===== src/rtl/flex_updown_counter.sv =====
// ============================================================================
// flex_updown_counter
//
// Purpose:
//   Up/down counter with a programmable upper limit. At the limit the count
//   either wraps or saturates. An optional prescaler divides the enabled
//   cycles, so the count moves once every (prescale_val+1) enabled cycles.
//   Priority within a cycle is clear > load > step > hold.
//
// Configuration:
//   FLEX_CNT_PRESCALE_EN - when defined, the prescaler register is built in.
//                          When undefined, prescale_val is ignored and the
//                          counter steps on every enabled cycle.
//
// Parameters:
//   NUM_CNT_BITS  - counter width N
//   PRESCALE_BITS - prescaler width P
//
// Ports:
//   clk           in   system clock; all state changes on the rising edge
//   n_rst         in   asynchronous active-low reset
//   clear         in   synchronous clear of count, prescaler and flags
//   load          in   synchronous load of load_val (prescaler restarts)
//   load_val      in   [N] value taken on load
//   count_enable  in   advances the prescaler and permits count steps
//   count_down    in   step direction: 0 = up, 1 = down
//   saturate      in   1 = hold at the limit, 0 = wrap
//   rollover_val  in   [N] upper count limit (0 freezes the count)
//   prescale_val  in   [P] enabled cycles per step, minus one
//   count_out     out  [N] registered count
//   rollover_flag out  registered, count_out == rollover_val != 0
//   bottom_flag   out  registered, count_out == 1
//   wrap_pulse    out  registered one-cycle pulse after a wrapping step
// ============================================================================
module flex_updown_counter #(
    parameter int NUM_CNT_BITS  = 4,
    parameter int PRESCALE_BITS = 4
) (
    input  logic                     clk,
    input  logic                     n_rst,
    input  logic                     clear,
    input  logic                     load,
    input  logic [NUM_CNT_BITS-1:0]  load_val,
    input  logic                     count_enable,
    input  logic                     count_down,
    input  logic                     saturate,
    input  logic [NUM_CNT_BITS-1:0]  rollover_val,
    input  logic [PRESCALE_BITS-1:0] prescale_val,
    output logic [NUM_CNT_BITS-1:0]  count_out,
    output logic                     rollover_flag,
    output logic                     bottom_flag,
    output logic                     wrap_pulse
);

    localparam logic [NUM_CNT_BITS-1:0] CNT_ZERO = '0;
    localparam logic [NUM_CNT_BITS-1:0] CNT_ONE  = NUM_CNT_BITS'(1);

    logic [NUM_CNT_BITS-1:0] count_q, count_d;
    logic                    rollover_flag_q, rollover_flag_d;
    logic                    bottom_flag_q, bottom_flag_d;
    logic                    wrap_pulse_q, wrap_pulse_d;
    logic                    step;

`ifdef FLEX_CNT_PRESCALE_EN
    localparam logic [PRESCALE_BITS-1:0] PRE_ZERO = '0;
    localparam logic [PRESCALE_BITS-1:0] PRE_ONE  = PRESCALE_BITS'(1);

    logic [PRESCALE_BITS-1:0] prescale_q, prescale_d;

    // The step fires on the enabled cycle that finds the prescaler at its
    // terminal value; load and clear restart the prescaler from zero.
    assign step = count_enable && (prescale_q == prescale_val);

    always_comb begin
        prescale_d = prescale_q;
        if (clear || load) begin
            prescale_d = PRE_ZERO;
        end else if (count_enable) begin
            prescale_d = step ? PRE_ZERO : prescale_q + PRE_ONE;
        end
    end
`else
    // Port kept for drop-in compatibility; reduced to a signal that is
    // intentionally left unused.
    logic unused_prescale_val;
    assign unused_prescale_val = ^prescale_val;

    assign step = count_enable;
`endif

    // Next-state for the count and the flags. The flags are derived from
    // count_d so they land in the same cycle as the count they describe.
    always_comb begin
        // NOTE: every always_comb output gets a default first so no path
        // leaves it unassigned, which would otherwise infer a latch.
        count_d      = count_q;
        wrap_pulse_d = 1'b0;

        if (clear) begin
            count_d = CNT_ZERO;
        end else if (load) begin
            count_d = load_val;
        end else if (step && (rollover_val != CNT_ZERO)) begin
            if (!count_down) begin
                if (count_q < rollover_val) begin
                    count_d = count_q + CNT_ONE;
                end else if (!saturate) begin
                    // At or above the limit (e.g. after a large load).
                    count_d      = CNT_ONE;
                    wrap_pulse_d = 1'b1;
                end
            end else begin
                if (count_q > CNT_ONE) begin
                    count_d = count_q - CNT_ONE;
                end else if (!saturate) begin
                    // Bottom of the range is 1; a count of 0 wraps too.
                    count_d      = rollover_val;
                    wrap_pulse_d = 1'b1;
                end
            end
        end

        rollover_flag_d = (count_d == rollover_val) && (rollover_val != CNT_ZERO);
        bottom_flag_d   = (count_d == CNT_ONE);
    end

    // NOTE: sequential state uses non-blocking assignments so every flop
    // samples its pre-edge inputs regardless of statement order.
    always_ff @(posedge clk or negedge n_rst) begin
        if (!n_rst) begin
            count_q         <= CNT_ZERO;
            rollover_flag_q <= 1'b0;
            bottom_flag_q   <= 1'b0;
            wrap_pulse_q    <= 1'b0;
        end else begin
            count_q         <= count_d;
            rollover_flag_q <= rollover_flag_d;
            bottom_flag_q   <= bottom_flag_d;
            wrap_pulse_q    <= wrap_pulse_d;
        end
    end

`ifdef FLEX_CNT_PRESCALE_EN
    always_ff @(posedge clk or negedge n_rst) begin
        if (!n_rst) begin
            prescale_q <= PRE_ZERO;
        end else begin
            prescale_q <= prescale_d;
        end
    end
`endif

    assign count_out     = count_q;
    assign rollover_flag = rollover_flag_q;
    assign bottom_flag   = bottom_flag_q;
    assign wrap_pulse    = wrap_pulse_q;

endmodule


===== config.mk =====
export PLATFORM = sky130hd
export DESIGN_NAME = flex_updown_counter
export DESIGN_NICKNAME = d
export VERILOG_FILES = /design/src/rtl/flex_updown_counter.sv
export SDC_FILE = /design/constraint.sdc
export NUM_CORES = 1
export LEC_CHECK = 0
export BUFFER_PORTS_ARGS = -buffer_cell sky130_fd_sc_hd__buf_2
export CAP_MARGIN = 5
export CORE_UTILIZATION = 50
export CTS_BUF_LIST = sky130_fd_sc_hd__clkbuf_8
export CTS_CLUSTER_DIAMETER = 50
export CTS_CLUSTER_SIZE = 8
export DETAILED_ROUTE_END_ITERATION = 16
export GPL_TIMING_DRIVEN = 0
export PLACE_DENSITY = 0.89
export REMOVE_ABC_BUFFERS = 1
export SKIP_CTS_REPAIR_TIMING = 1
export SLEW_MARGIN = 20
export SYNTH_ARGS = -nofsm -noshare
export SYNTH_HDL_FRONTEND = slang
export SYNTH_SLANG_ARGS = --single-unit

===== constraint.sdc =====
create_clock -name clk -period 2.4 [get_ports clk]
set_clock_uncertainty 0.15 [all_clocks]
set_input_delay 0.24 -clock clk [delete_from_list [all_inputs] [get_ports clk]]
set_output_delay 0.24 -clock clk [all_outputs]
set_load 0.02 [all_outputs]

# ---- Yosys cells after proc, flatten, opt, wreduce, memory -nomap -nowiden
# Cells that the tools add are included.
dict set report totals {
  regBits 7
  inputBits 19
  word_cells 28
}
dict set report classes {
  n_addsub 2
  magnitude_cmp 2
  eq_ne 2
  muxes 15
  reduce_logical 3
}
# op count
set op_table {}
lappend op_table {{two-way mux 4 bit} 8}
lappend op_table {{two-way mux 1 bit} 7}
lappend op_table {{adder 4 x 1 -> 4 bit, second input constant} 1}
lappend op_table {{equality test 4 x 1 -> 1 bit, second input constant} 1}
lappend op_table {{equality test 4 bit} 1}
lappend op_table {{> comparator 4 x 1 -> 1 bit, second input constant} 1}
lappend op_table {{< comparator 4 bit} 1}
lappend op_table {{nonzero test 4 bit} 1}
lappend op_table {{subtractor 4 x 1 -> 4 bit, second input constant} 1}
lappend op_table {{logical AND 1 bit} 2}

# ---- Logic depth before layout (Yosys ltp)
dict set report depth {
  word_depth 8
  mapped_depth 10
  ltp_nobuf 9
}

# ---- Least setup slack after synthesis
# OpenSTA, ideal clock, no wires.
dict set report synth_timing {
  kind {register to register}
  start {register count_q[1], in the netlist count_out[1]}
  end {register rollover_flag_q, in the netlist rollover_flag}
  arrival_time_ns 2.261
  t_required_ns 2.149
  setup_slack_ns -0.112
  stages_incl_launch_ff 8
  synth_period_minus_slack_ns 2.512
  cell_sequence {dfrtp_1 > ha_1 > a211oi_4 > o21a_4 > mux2_4 > o311a_2 > xnor2_1 > nor4_1}
}
dict set report synth_between {
  elab_chain_len 8
  elab_cells_between_ends 14
  cone_classes {add/sub (2); order compare (2); eq/ne (1); mux (8); reduce/logical (1)}
}
# item line
set synth_lines {}
lappend synth_lines {{start: declaration} 58} ;# logic [NUM_CNT_BITS-1:0] count_q, count_d;
lappend synth_lines {{start signal: assignment} 136} ;# count_q <= count_d;
lappend synth_lines {{adder 4 x 1 -> 4 bit (tied with other cells)} 106} ;# count_d = count_q + CNT_ONE;
lappend synth_lines {{two-way mux 4 bit, on equally long branches} {105, 113}}
lappend synth_lines {{two-way mux 4 bit (*)} 104} ;# if (!count_down) begin
lappend synth_lines {{two-way mux 4 bit (*)} 103} ;# end else if (step && (rollover_val != CNT_ZERO)) begin
lappend synth_lines {{two-way mux 4 bit (*)} 101} ;# end else if (load) begin
lappend synth_lines {{two-way mux 4 bit (*)} 99} ;# if (clear) begin
lappend synth_lines {{named net count_d[2]} 58}
lappend synth_lines {{equality test 4 bit (*)} 123} ;# rollover_flag_d = (count_d == rollover_val) && (rollover_val != CNT_ZERO);
lappend synth_lines {{logical AND 1 bit (*)} 123}
lappend synth_lines {{named net rollover_flag_d} 59} ;# logic rollover_flag_q, rollover_flag_d;
lappend synth_lines {{end signal: assignment} 137} ;# rollover_flag_q <= rollover_flag_d;
lappend synth_lines {{end: declaration} 59}
# Mark *: on every way through the listed nets, which the timed path passes. The rest lies on a longest branch.

# ---- Worst setup path in the final report
# Ends and elaborated chain as after synthesis.

==> key figures <==
Power
  • Register share of total power: roughly a quarter
  • Comb power frac: 50.3%
  • Internal power: 0.0003784 W
  • Clock Power Share: about a quarter
  • P_sw: about 0.00024 W
  • Peak supply drop: 0.3959 mV
  • P_leak: 0.5851 nW
  • Sw Ratio: 38.72%
  • Pwr/cell area: about 450 nW/um^2

Timing
  • Setup ws final: -0.2149 ns
  • Final Hold Viols: 0
  • Final clock period utilization by the worst path: 109.0%
  • Post-layout min period: 2.615 ns
  • Slew HR: between 60% and 70%
  • Final setup viols: 2
  • Total negative setup slack: -0.3808 ns
  • Max Slew Vio Count: 0
  • Least-Margin Pin Slew: between 0.5 and 0.6 ns
  • Max Fclk: ~0.38 GHz
  • RSZ-0062 raised after global routing: yes

Synth
  • Synth cell types: 55
  • Compound-Gate Fraction of Synth Area: a little under two fifths
  • Post-synth ARST share: 100.0%
  • Main synth FF type: dfrtp_1
  • Syn Inst Count: 126
  • Yosys reg bits: 7
  • Avg Inst Size Synth: 8.798 um^2
  • Largest family of logic cells by synthesized area: compound AO/OA/AOI/OAI gates
  • Register area share after synthesis: between 10% and 20%
  • Area of the mapped netlist: 1109 um^2
  • Synth Area in Simple Gates: around 18%
  • Ys Warns: 0
  • EDFF count, synth: 0
  • Xor and xnor area share after synthesis: 1.580%
  • Post-synthesis mux area share: between 6 and 7%
  • Adder-cell share of the synthesized area: approximately 6.8%

Final layout
  • Most common library cell in the layout ignoring fill and taps: buf_2
  • Post-route cell area: ~1400 um^2
  • Share of cells above drive strength 1: a little over two fifths
  • Most frequent cells in the layout: buf_2 (21), inv_1 (12), buf_4 (10)
  • Utilization after layout: between 60% and 70%
  • Area grow syn2layout: 24.38%
  • Fin nets: approximately 180
  • # diodes: 0

Routing
  • DRC Markers: 0
  • Initial DRC Count: 33
  • Vias per Instance: approximately 6.4
  • Detailed Route WL: around 3300 um
  • Routed vias: ~1200
  • First-pass detailed-route iteration total: 4
  • DRT antenna net count: 0
  • WL per Instance: 18.10 um

Global route
  • Overall Global Routing Usage: between 20% and 30%
  • Overflow after GRT: 0
  • Initial antenna violation count: 0
  • Vias in the first global route: approximately 1000
  • Largest net degree at the start of global routing: 18
  • Global-route wire length before repair: between 4000 and 5000 um

Critical path
  • Crit path capture: rollover_flag
  • CP startpoint kind: flop
  • Reg2reg path depth: 7
  • WP data required: 2.36 ns
  • FF-to-FF End: rollover_flag
  • Crit Path Category: flop to flop
  • Arrival @ worst endpoint: around 2.6 ns
  • Reg2reg start: count_out[1]
  • Crit path from: count_out[1]
  • R2R Setup Slk: -0.21 ns
  • CP max FO: 8
  • CP Capture Type: flop

Clock network
  • CTS H-tree lvls: 1
  • Worst-path clk slew: roughly 0.04 ns
  • Clk sinks: 7
  • Max Root-Sink Buffers: 2
  • Root buffer selected by CTS: clkbuf_8
  • Clk Latency, worst-skew pair: 0.22 ns
  • Num CTS Buffers: 3
  • CTS tree: built

Floorplan
  • IO Pins: 26
  • Core area: a little over 2000 um^2
  • Die W: around 49 um
  • Die Area: 2409 um^2
  • Initial core utilization: between 50% and 60%
  • Placement Rows: 16
  • Die Ht: 49.09 um

Placement
  • Dpl cell area: 1137 um^2
  • HPWL after DPL: about 2200 um
  • PortBufs: 21
  • GP Congestion: about 0.94

Status
  • Failing checks: setup timing
  • Status: complete, but fails checks

Min path
  • Hold path depth: 2
  • Hold Crit Class: input pin to flop

Job
  • Max-cap viol count: 0
[through the flow]
step / hold WS (ns) / setup slack, ns / total power [W] / std cells
6_report: 0.1637 / -0.2149 / 0.0006176 / 180
4_1_cts: -0.3085 / -0.5043 / 0.0005383 / 168
3_5_place_dp: -0.07367 / -0.4945 / 0.0003801 / 164
2_1_floorplan: -0.2056 / -0.1491 / 0.0003027 / 116
5_1_grt: 0.1611 / -0.2269 / 0.0006551 / 180
3_3_place_gp: -0.08380 / -0.3093 / 0.0003682 / 164
[layer usage]
metal / GRT usage, % / part of all wire, % / routed length [um] / vias to the layer above
li1: - / - / - / 530
met1: 30.30 / 40 / 1316 / 542
met2: 43.61 / 50 / 1616 / 77
met3: 4.673 / 7.5 / 243 / 9
met4: 8.824 / 2.5 / 82 / 0
met5: 0 / 0 / 0 / -
[worst max-delay path: stages, from the launching register on]
cell	delay, ns
dfrtp_2	0.48
ha_4	0.25
a211oi_4	0.33
o21a_4	0.23
mux2_4	0.31
o311a_4	0.33
xnor2_1	0.14
nor4_2	0.26
[how the worst min path moves through the flow]
stage / startpoint / end / slack [ns]
after global routing: saturate / wrap_pulse / 0.16
after floorplan: n_rst / bottom_flag / -0.21
final: saturate / wrap_pulse / 0.16
after CTS: n_rst / rollover_flag / -0.31
after detailed placement: n_rst / wrap_pulse / -0.07
after global placement: n_rst / count_out[0] / -0.08
[cells in the mapped netlist, types with 2 or more instances]
| cell | n | area share (%) |
|---|---|---|
| mux2i_1 | 2 | 1.8 |
| mux2_4 | 2 | 2.7 |
| o211ai_2 | 2 | 2.3 |
| o21ai_0 | 6 | 2.7 |
| a2111oi_0 | 2 | 1.6 |
| nand2_1 | 9 | 3.0 |
| dfrtp_1 | 7 | 16 |
| o211ai_1 | 3 | 2.0 |
| o31a_1 | 3 | 2.4 |
| buf_6 | 7 | 7.1 |
| nor2_1 | 4 | 1.4 |
| nor4_1 | 3 | 1.7 |
| a21oi_1 | 8 | 3.6 |
| mux2_1 | 2 | 2.0 |
| inv_1 | 11 | 3.7 |
| nand3_1 | 4 | 1.8 |
| ha_1 | 6 | 6.8 |
| o21ai_1 | 2 | 0.90 |
| nor3_1 | 7 | 3.2 |
[logic make-up (layout without fill, tap and decap cells)]
kind of cell | count (synthesis) | in the layout
buffers and inverters | 22 | 49
AOI/OAI and AO/OA | 48 | 48
xor gates and xnor gates | 2 | 2
adders and majority gates | 6 | 6
and+or+nand+nor | 35 | 35
muxes | 6 | 6
DFF | 7 | 7
[final cells by class]
cell class / count / area (um^2)
Multi-Input combinational cell: 97 / 864.6
Timing Repair Buffer: 33 / 210.2
Inverter: 12 / 45.04
Clock buffer: 3 / 41.29
Tap cell: 27 / 33.78
Fill cell: 161 / 643.1
Clock inverter: 1 / 3.754
Sequential cell: 7 / 180.2
[registers in the layout, indices dropped and copies added (netlist names)]
name / cells
bottom_flag: 1
count_out: 4
rollover_flag: 1
wrap_pulse: 1
[power groups by stage]
stage                     clock, W  sequential, W  combinational [W]
after global placement           0       0.000147           0.000221
after floorplan                  0       0.000152           0.000150
after CTS                 0.000159       0.000146           0.000233
after global routing      0.000174       0.000151           0.000330
final                     0.000157       0.000150           0.000311
after detailed placement         0       0.000148           0.000232
No activity file was read; power rests on OpenSTA's default activity.
